## config.mk

```make
export PLATFORM = sky130hd
export DESIGN_NAME = lsu_sequencer
export DESIGN_NICKNAME = d
export VERILOG_FILES = /design/src/rtl/riscv_pkg.sv /design/src/rtl/lsu_lane_align.sv /design/src/rtl/lsu_sequencer.sv
export SDC_FILE = /design/constraint.sdc
export NUM_CORES = 1
export LEC_CHECK = 0
export CORE_MARGIN = 5
export CORE_UTILIZATION = 46
export CTS_CLUSTER_DIAMETER = 120
export DETAILED_ROUTE_END_ITERATION = 8
export PLACE_DENSITY = 0.91
export SYNTH_ARGS = -nofsm -noshare
export SYNTH_HDL_FRONTEND = slang
export SYNTH_SLANG_ARGS = --single-unit
```

## constraint.sdc

```tcl
create_clock -name clk -period 2.9 [get_ports clk]
set_input_delay 0.58 -clock clk [delete_from_list [all_inputs] [get_ports clk]]
set_output_delay 0.58 -clock clk [all_outputs]
set_load 0.02 [all_outputs]
```

## src/rtl/riscv_pkg.sv

```systemverilog
// Shared RISC-V definitions: opcodes, load/store size selects and LSU sequencer states.
package riscv_pkg;

   localparam logic [6:0] OPC_LOAD  = 7'b0000011;
   localparam logic [6:0] OPC_STORE = 7'b0100011;

   localparam logic [2:0] LD_LB      = 3'b000;
   localparam logic [2:0] LD_LH      = 3'b001;
   localparam logic [2:0] LD_LW      = 3'b010;
   localparam logic [2:0] LD_LBU     = 3'b011;
   localparam logic [2:0] LD_LHU     = 3'b100;
   localparam logic [2:0] LD_ILLEGAL = 3'b111;

   localparam logic [1:0] ST_SB      = 2'b00;
   localparam logic [1:0] ST_SH      = 2'b01;
   localparam logic [1:0] ST_SW      = 2'b10;
   localparam logic [1:0] ST_ILLEGAL = 2'b11;

   typedef enum logic [1:0] {
      IDLE = 2'd0,
      REQ  = 2'd1,
      DONE = 2'd2
   } lsu_state_t;

endpackage

```

## src/rtl/lsu_lane_align.sv

```systemverilog
// Byte-lane steering for the LSU: store enables/replication, load extract/extend,
// and detection of misaligned or unsupported size selects.
module lsu_lane_align
   import riscv_pkg::*;
#(
   parameter int XLEN = 32
)
(
   input  logic            is_store,
   input  logic [2:0]      ld_sel,
   input  logic [1:0]      s_sel,
   input  logic [1:0]      offset,
   input  logic [XLEN-1:0] wdata,
   input  logic [XLEN-1:0] bus_rdata,
   output logic [3:0]      be,
   output logic [XLEN-1:0] lane_wdata,
   output logic [XLEN-1:0] load_data,
   output logic            misalign
);

   logic [XLEN-1:0] shifted;

   // Moving the addressed byte/half down to bit 0 lets every load width share one extractor.
   assign shifted = bus_rdata >> {offset, 3'b000};

   always_comb begin
      be         = 4'b1111;
      lane_wdata = wdata;
      misalign   = 1'b0;
      if (is_store) begin
         case (s_sel)
            ST_SB: begin
               be         = 4'b0001 << offset;
               lane_wdata = {(XLEN/8){wdata[7:0]}};
            end
            ST_SH: begin
               be         = offset[1] ? 4'b1100 : 4'b0011;
               lane_wdata = {(XLEN/16){wdata[15:0]}};
               misalign   = offset[0];
            end
            ST_SW: begin
               misalign = |offset;
            end
            default: begin
               be       = 4'b0000;
               misalign = 1'b1;
            end
         endcase
      end else begin
         case (ld_sel)
            LD_LB, LD_LBU: begin
               misalign = 1'b0;
            end
            LD_LH, LD_LHU: begin
               misalign = offset[0];
            end
            LD_LW: begin
               misalign = |offset;
            end
            default: begin
               misalign = 1'b1;
            end
         endcase
      end
   end

   always_comb begin
      load_data = '0;
      case (ld_sel)
         LD_LB:   load_data = {{(XLEN-8){shifted[7]}}, shifted[7:0]};
         LD_LH:   load_data = {{(XLEN-16){shifted[15]}}, shifted[15:0]};
         LD_LW:   load_data = bus_rdata;
         LD_LBU:  load_data = {{(XLEN-8){1'b0}}, shifted[7:0]};
         LD_LHU:  load_data = {{(XLEN-16){1'b0}}, shifted[15:0]};
         default: load_data = '0;
      endcase
   end

endmodule

```

## src/rtl/lsu_sequencer.sv

```systemverilog
// Multi-cycle load/store sequencer: one req/ack bus transaction per memory
// instruction, pipeline stall until completion, error and timeout reporting.
module lsu_sequencer
   import riscv_pkg::*;
#(
   parameter int XLEN        = 32,
   parameter int TIMEOUT_CYC = 64
)
(
   input  logic            clk,
   input  logic            rst,
   input  logic            mem_read,
   input  logic            mem_write,
   input  logic [2:0]      ld_sel,
   input  logic [1:0]      s_sel,
   input  logic [XLEN-1:0] addr,
   input  logic [XLEN-1:0] wdata,
   output logic            stall,
   output logic            done,
   output logic [XLEN-1:0] rdata,
   output logic            misalign,
   output logic            fault,
   output logic            bus_req,
   output logic            bus_we,
   output logic [XLEN-1:0] bus_addr,
   output logic [XLEN-1:0] bus_wdata,
   output logic [3:0]      bus_be,
   input  logic            bus_ack,
   input  logic [XLEN-1:0] bus_rdata
);

   localparam int               CNT_W    = $clog2(TIMEOUT_CYC + 1);
   localparam logic [CNT_W-1:0] CNT_LAST = CNT_W'(TIMEOUT_CYC - 1);

   lsu_state_t       state_q;
   lsu_state_t       state_d;
   logic [CNT_W-1:0] cnt_q;
   logic [XLEN-1:0]  addr_q;
   logic [XLEN-1:0]  wdata_q;
   logic [XLEN-1:0]  rdata_q;
   logic [2:0]       ld_sel_q;
   logic [1:0]       s_sel_q;
   logic             we_q;
   logic             fault_q;
   logic             misalign_q;

   logic             in_idle;
   logic             in_req;
   logic             in_done;
   logic             op_valid;
   logic             op_both;

   logic             al_store;
   logic [2:0]       al_ld_sel;
   logic [1:0]       al_s_sel;
   logic [1:0]       al_offset;
   logic [3:0]       al_be;
   logic [XLEN-1:0]  al_wdata;
   logic [XLEN-1:0]  al_load;
   logic             al_misalign;

   assign in_idle  = (state_q == IDLE);
   assign in_req   = (state_q == REQ);
   assign in_done  = (state_q == DONE);
   assign op_valid = mem_read | mem_write;
   assign op_both  = mem_read & mem_write;

   // The aligner checks live decode inputs while idle and the latched copy
   // afterwards, so the bus fields cannot move while a request is outstanding.
   assign al_store  = in_idle ? mem_write  : we_q;
   assign al_ld_sel = in_idle ? ld_sel     : ld_sel_q;
   assign al_s_sel  = in_idle ? s_sel      : s_sel_q;
   assign al_offset = in_idle ? addr[1:0]  : addr_q[1:0];

   lsu_lane_align #(
      .XLEN (XLEN)
   ) u_align (
      .is_store   (al_store),
      .ld_sel     (al_ld_sel),
      .s_sel      (al_s_sel),
      .offset     (al_offset),
      .wdata      (wdata_q),
      .bus_rdata  (bus_rdata),
      .be         (al_be),
      .lane_wdata (al_wdata),
      .load_data  (al_load),
      .misalign   (al_misalign)
   );

   always_comb begin
      state_d = state_q;
      stall   = 1'b0;
      bus_req = 1'b0;
      done    = 1'b0;
      case (state_q)
         IDLE: begin
            if (op_valid) begin
               stall   = 1'b1;
               state_d = (op_both || al_misalign) ? DONE : REQ;
            end
         end
         REQ: begin
            stall   = 1'b1;
            bus_req = 1'b1;
            if (bus_ack || (cnt_q == CNT_LAST)) begin
               state_d = DONE;
            end
         end
         DONE: begin
            done    = 1'b1;
            state_d = IDLE;
         end
         default: begin
            state_d = IDLE;
         end
      endcase
   end

   // Error flags are decided in IDLE or REQ but only become visible during DONE.
   always_ff @(posedge clk) begin
      if (rst) begin
         state_q    <= IDLE;
         cnt_q      <= '0;
         addr_q     <= '0;
         wdata_q    <= '0;
         rdata_q    <= '0;
         ld_sel_q   <= '0;
         s_sel_q    <= '0;
         we_q       <= 1'b0;
         fault_q    <= 1'b0;
         misalign_q <= 1'b0;
      end else begin
         state_q <= state_d;
         case (state_q)
            IDLE: begin
               cnt_q      <= '0;
               rdata_q    <= '0;
               addr_q     <= addr;
               wdata_q    <= wdata;
               ld_sel_q   <= ld_sel;
               s_sel_q    <= s_sel;
               we_q       <= mem_write;
               fault_q    <= op_both;
               misalign_q <= op_valid && !op_both && al_misalign;
            end
            REQ: begin
               if (bus_ack) begin
                  rdata_q <= we_q ? '0 : al_load;
               end else if (cnt_q == CNT_LAST) begin
                  fault_q <= 1'b1;
                  rdata_q <= '0;
               end else begin
                  cnt_q <= cnt_q + CNT_W'(1);
               end
            end
            default: begin
               cnt_q <= cnt_q;
            end
         endcase
      end
   end

   assign rdata     = in_done ? rdata_q : '0;
   assign fault     = in_done & fault_q;
   assign misalign  = in_done & misalign_q;
   assign bus_we    = in_req & we_q;
   assign bus_addr  = in_req ? {addr_q[XLEN-1:2], 2'b00} : '0;
   assign bus_wdata = (in_req && we_q) ? al_wdata : '0;
   assign bus_be    = in_req ? al_be : 4'b0000;

endmodule
```

==> run metrics <==
outcome finished, final reports clean; GRT overflow 0; met3 usage 0.105; busiest grt layer met2; Pwr Density ~900 nW/µm²; FMAX 347 MHz; clock buffer count from CTS 17; Placed Area 8470 µm²; Bufs on Longest Clock Path 2; Peak supply drop 627 µV; mean routed wirelength per cell 19.1 µm; path depth of the worst reg2reg path 7; Slew HR 0.479; CP Launch Type flop; Hold Violations, Final 0; Slew @ Worst Pin between 0.7 and 0.8 ns; GR Layer Usage met1 0.320; post-route minimum period 2.88 ns; number of fill cells 931; Hold Crit Class flop to flop; vias 6,940; Post-Syn Instances 772; first-pass GRT wire length 35.3 mm; port bufs between 200 and 250; largest area contributor in the netlist dfxtp_1; Hold Slack 0.450 ns; most common cell after layout, fill and taps aside nand2_1; drt initial violations 703; vias in the first global route 6,783; Hold Buf Count CTS 0; Yosys top cell area share 0.375; H-tree levels 4; vias per cell 5.89; Critical Path AT 2.30 ns; nets 1,103; sequential area share after synthesis 0.375; width of the die 125 µm; CTS tree done; GR Util met2 0.455; final cell count without fillers 1,178; Crit path required time 2.32 ns; all-layer global routing usage 0.276; Inst Count DP about 1,100; routability cong. 0.955; DRC viols 0; post-DP HPWL approximately 15 mm; critical path fanouts, max 6; Tcrit/Tclk final 0.993; Initial Utilization 0.474; die extent in y approximately 120 µm; CTS sink count 113; Crit Path Class flop to output pin; Slew Viols, Final 0; first-pass iteration count of the detailed router 5; Yosys reg bits 113; FF+latch area 2260 µm²; clock slew at reported path FFs 0.06 ns; Final Util 0.720; worst hold path depth 2; Worst-Skew Late Latency 0.42 ns; Die Area 15,500 µm²; initial antenna violation count 0; total power 8.29 mW; Antenna diodes 0; dominant cells by area after synthesis dfxtp_1 (37%), nand2_1 (11%), a21oi_1 (8.2%); Ys Warns 0; RSZ-0062 raised after global routing true; area of the multi-input gates 3430 µm²; maxcap violations 0; io pins 212; Placeable Area 12,700 µm²; share of cells above drive strength 1 0.153; Lkg Pwr 4.31 nW; FP Rows 41; Post-synth EDFFs 0; Final ANT Viol Nets 0; clock skew ~0.008 ns; area delta synth->final 51.8%; endpoint class of the critical path output pin; largest net degree at the start of global routing 75; Post-Syn Area 6040 µm²; Synth Flop Type dfxtp_1; Async S/R FF share, synth 0; Cell variety after synth 79; routed wire length 22.5 mm; final setup fails 0; Avg Cell Area, Syn 7.82 µm²; commonest non-fill, non-tap cells in the layout nand2_1 (181), clkdlybuf4s50_1 (156), dfxtp_1 (111); Design Area, Final 9160 µm²; Clock Tree Root clkbuf_16
through the flow:
step | setup TNS [ns] | worst slack [ns]
3_5_place_dp | -14.43 | -0.645
6_report | 0 | 0.0193
2_1_floorplan | 0 | 0.259
3_3_place_gp | -13.22 | -0.611
5_1_grt | -0.606 | -0.0800
4_1_cts | 0 | 0.00160
critical path, stage by stage, from the launching register on:
cell,delay (ns)
dfxtp_2,0.34
or3b_4,0.42
a221oi_4,0.32
buf_6,0.16
buf_12,0.12
buf_4,0.11
nand3_1,0.09
a21oi_2,0.17
buf_6,0.14
worst paths after layout:
| kind | from | endpoint | slack (ns) |
|---|---|---|---|
| max | state_q[1] | bus_wdata[9] | 0.02 |
| min | addr_q[28] | addr_q[28] | 0.45 |
| max reg2reg | state_q[1] | misalign_q | 0.36 |
| min reg2reg | addr_q[28] | addr_q[28] | 0.45 |
kinds of logic (layout without fill, tap and decap cells):
family / Yosys count / in the layout / synth area share
simple gates: 343 / 343 / 0.275
compound gates: 208 / 208 / 0.236
flops: 113 / 113 / 0.375
buf+inv: 81 / 314 / 0.0643
mux: 17 / 17 / 0.0346
xor+xnor: 6 / 6 / 0.00871
fa+ha+maj: 3 / 3 / 0.00622
other cells: 1 / 2 / 0.000621
metal layers:
layer | share of wire | up-vias
met3 | 0.11 | 70
met4 | 0.038 | 0
met2 | 0.47 | 418
met5 | 0 | -
met1 | 0.38 | 3251
li1 | - | 3201
cell usage after synthesis, drive strengths merged (2+ instances only):
cell type,count
nand2,184
dfxtp,113
a21oi,103
and3,74
clkbuf,34
buf,30
a22oi,28
nor2,23
nand3,18
inv,16
mux2i,14
o22ai,12
a211oi,11
a221o,11
o21ai,10
nor3,9
a311o,6
nand2b,5
nor3b,5
o21a,5
nor4,4
xor2,4
ha,3
nor2b,3
or2,3
a311oi,2
a32oi,2
and2,2
mux4,2
nand3b,2
nand4,2
nor4b,2
o32ai,2
or3b,2
or4b,2
xnor2,2
power breakdown:
part	total, mW	switching [mW]	internal [mW]
registers	2.20	0.290	1.91
clock network	2.19	0.765	1.42
logic	3.91	2.34	1.56
sequential cells by signal (all words and copies together) (netlist names):
| signal | cells |
|---|---|
| cnt_q | 7 |
| rdata_q | 32 |
| we_q | 1 |
| s_sel_q | 2 |
| wdata_q | 32 |
| misalign_q | 1 |
| addr_q | 32 |
| state_q | 2 |
| fault_q | 1 |
| ld_sel_q | 3 |
layout make-up:
| type | instances | area share |
|---|---|---|
| inverter | 17 | 0.00696 |
| sequential | 113 | 0.247 |
| tap | 172 | 0.0235 |
| clock inverter | 11 | 0.0168 |
| timing repair buffer | 266 | 0.280 |
| clock buffer | 20 | 0.0509 |
| multi-input combinational | 579 | 0.374 |
what timing repair did:
action	4_1_cts	5_1_grt
setup endpoints to repair	93	89
pin swaps	0	3
buffers inserted	1	1
gates cloned	1	1
resized for setup	115	51
No activity file was read; power rests on OpenSTA's default activity.
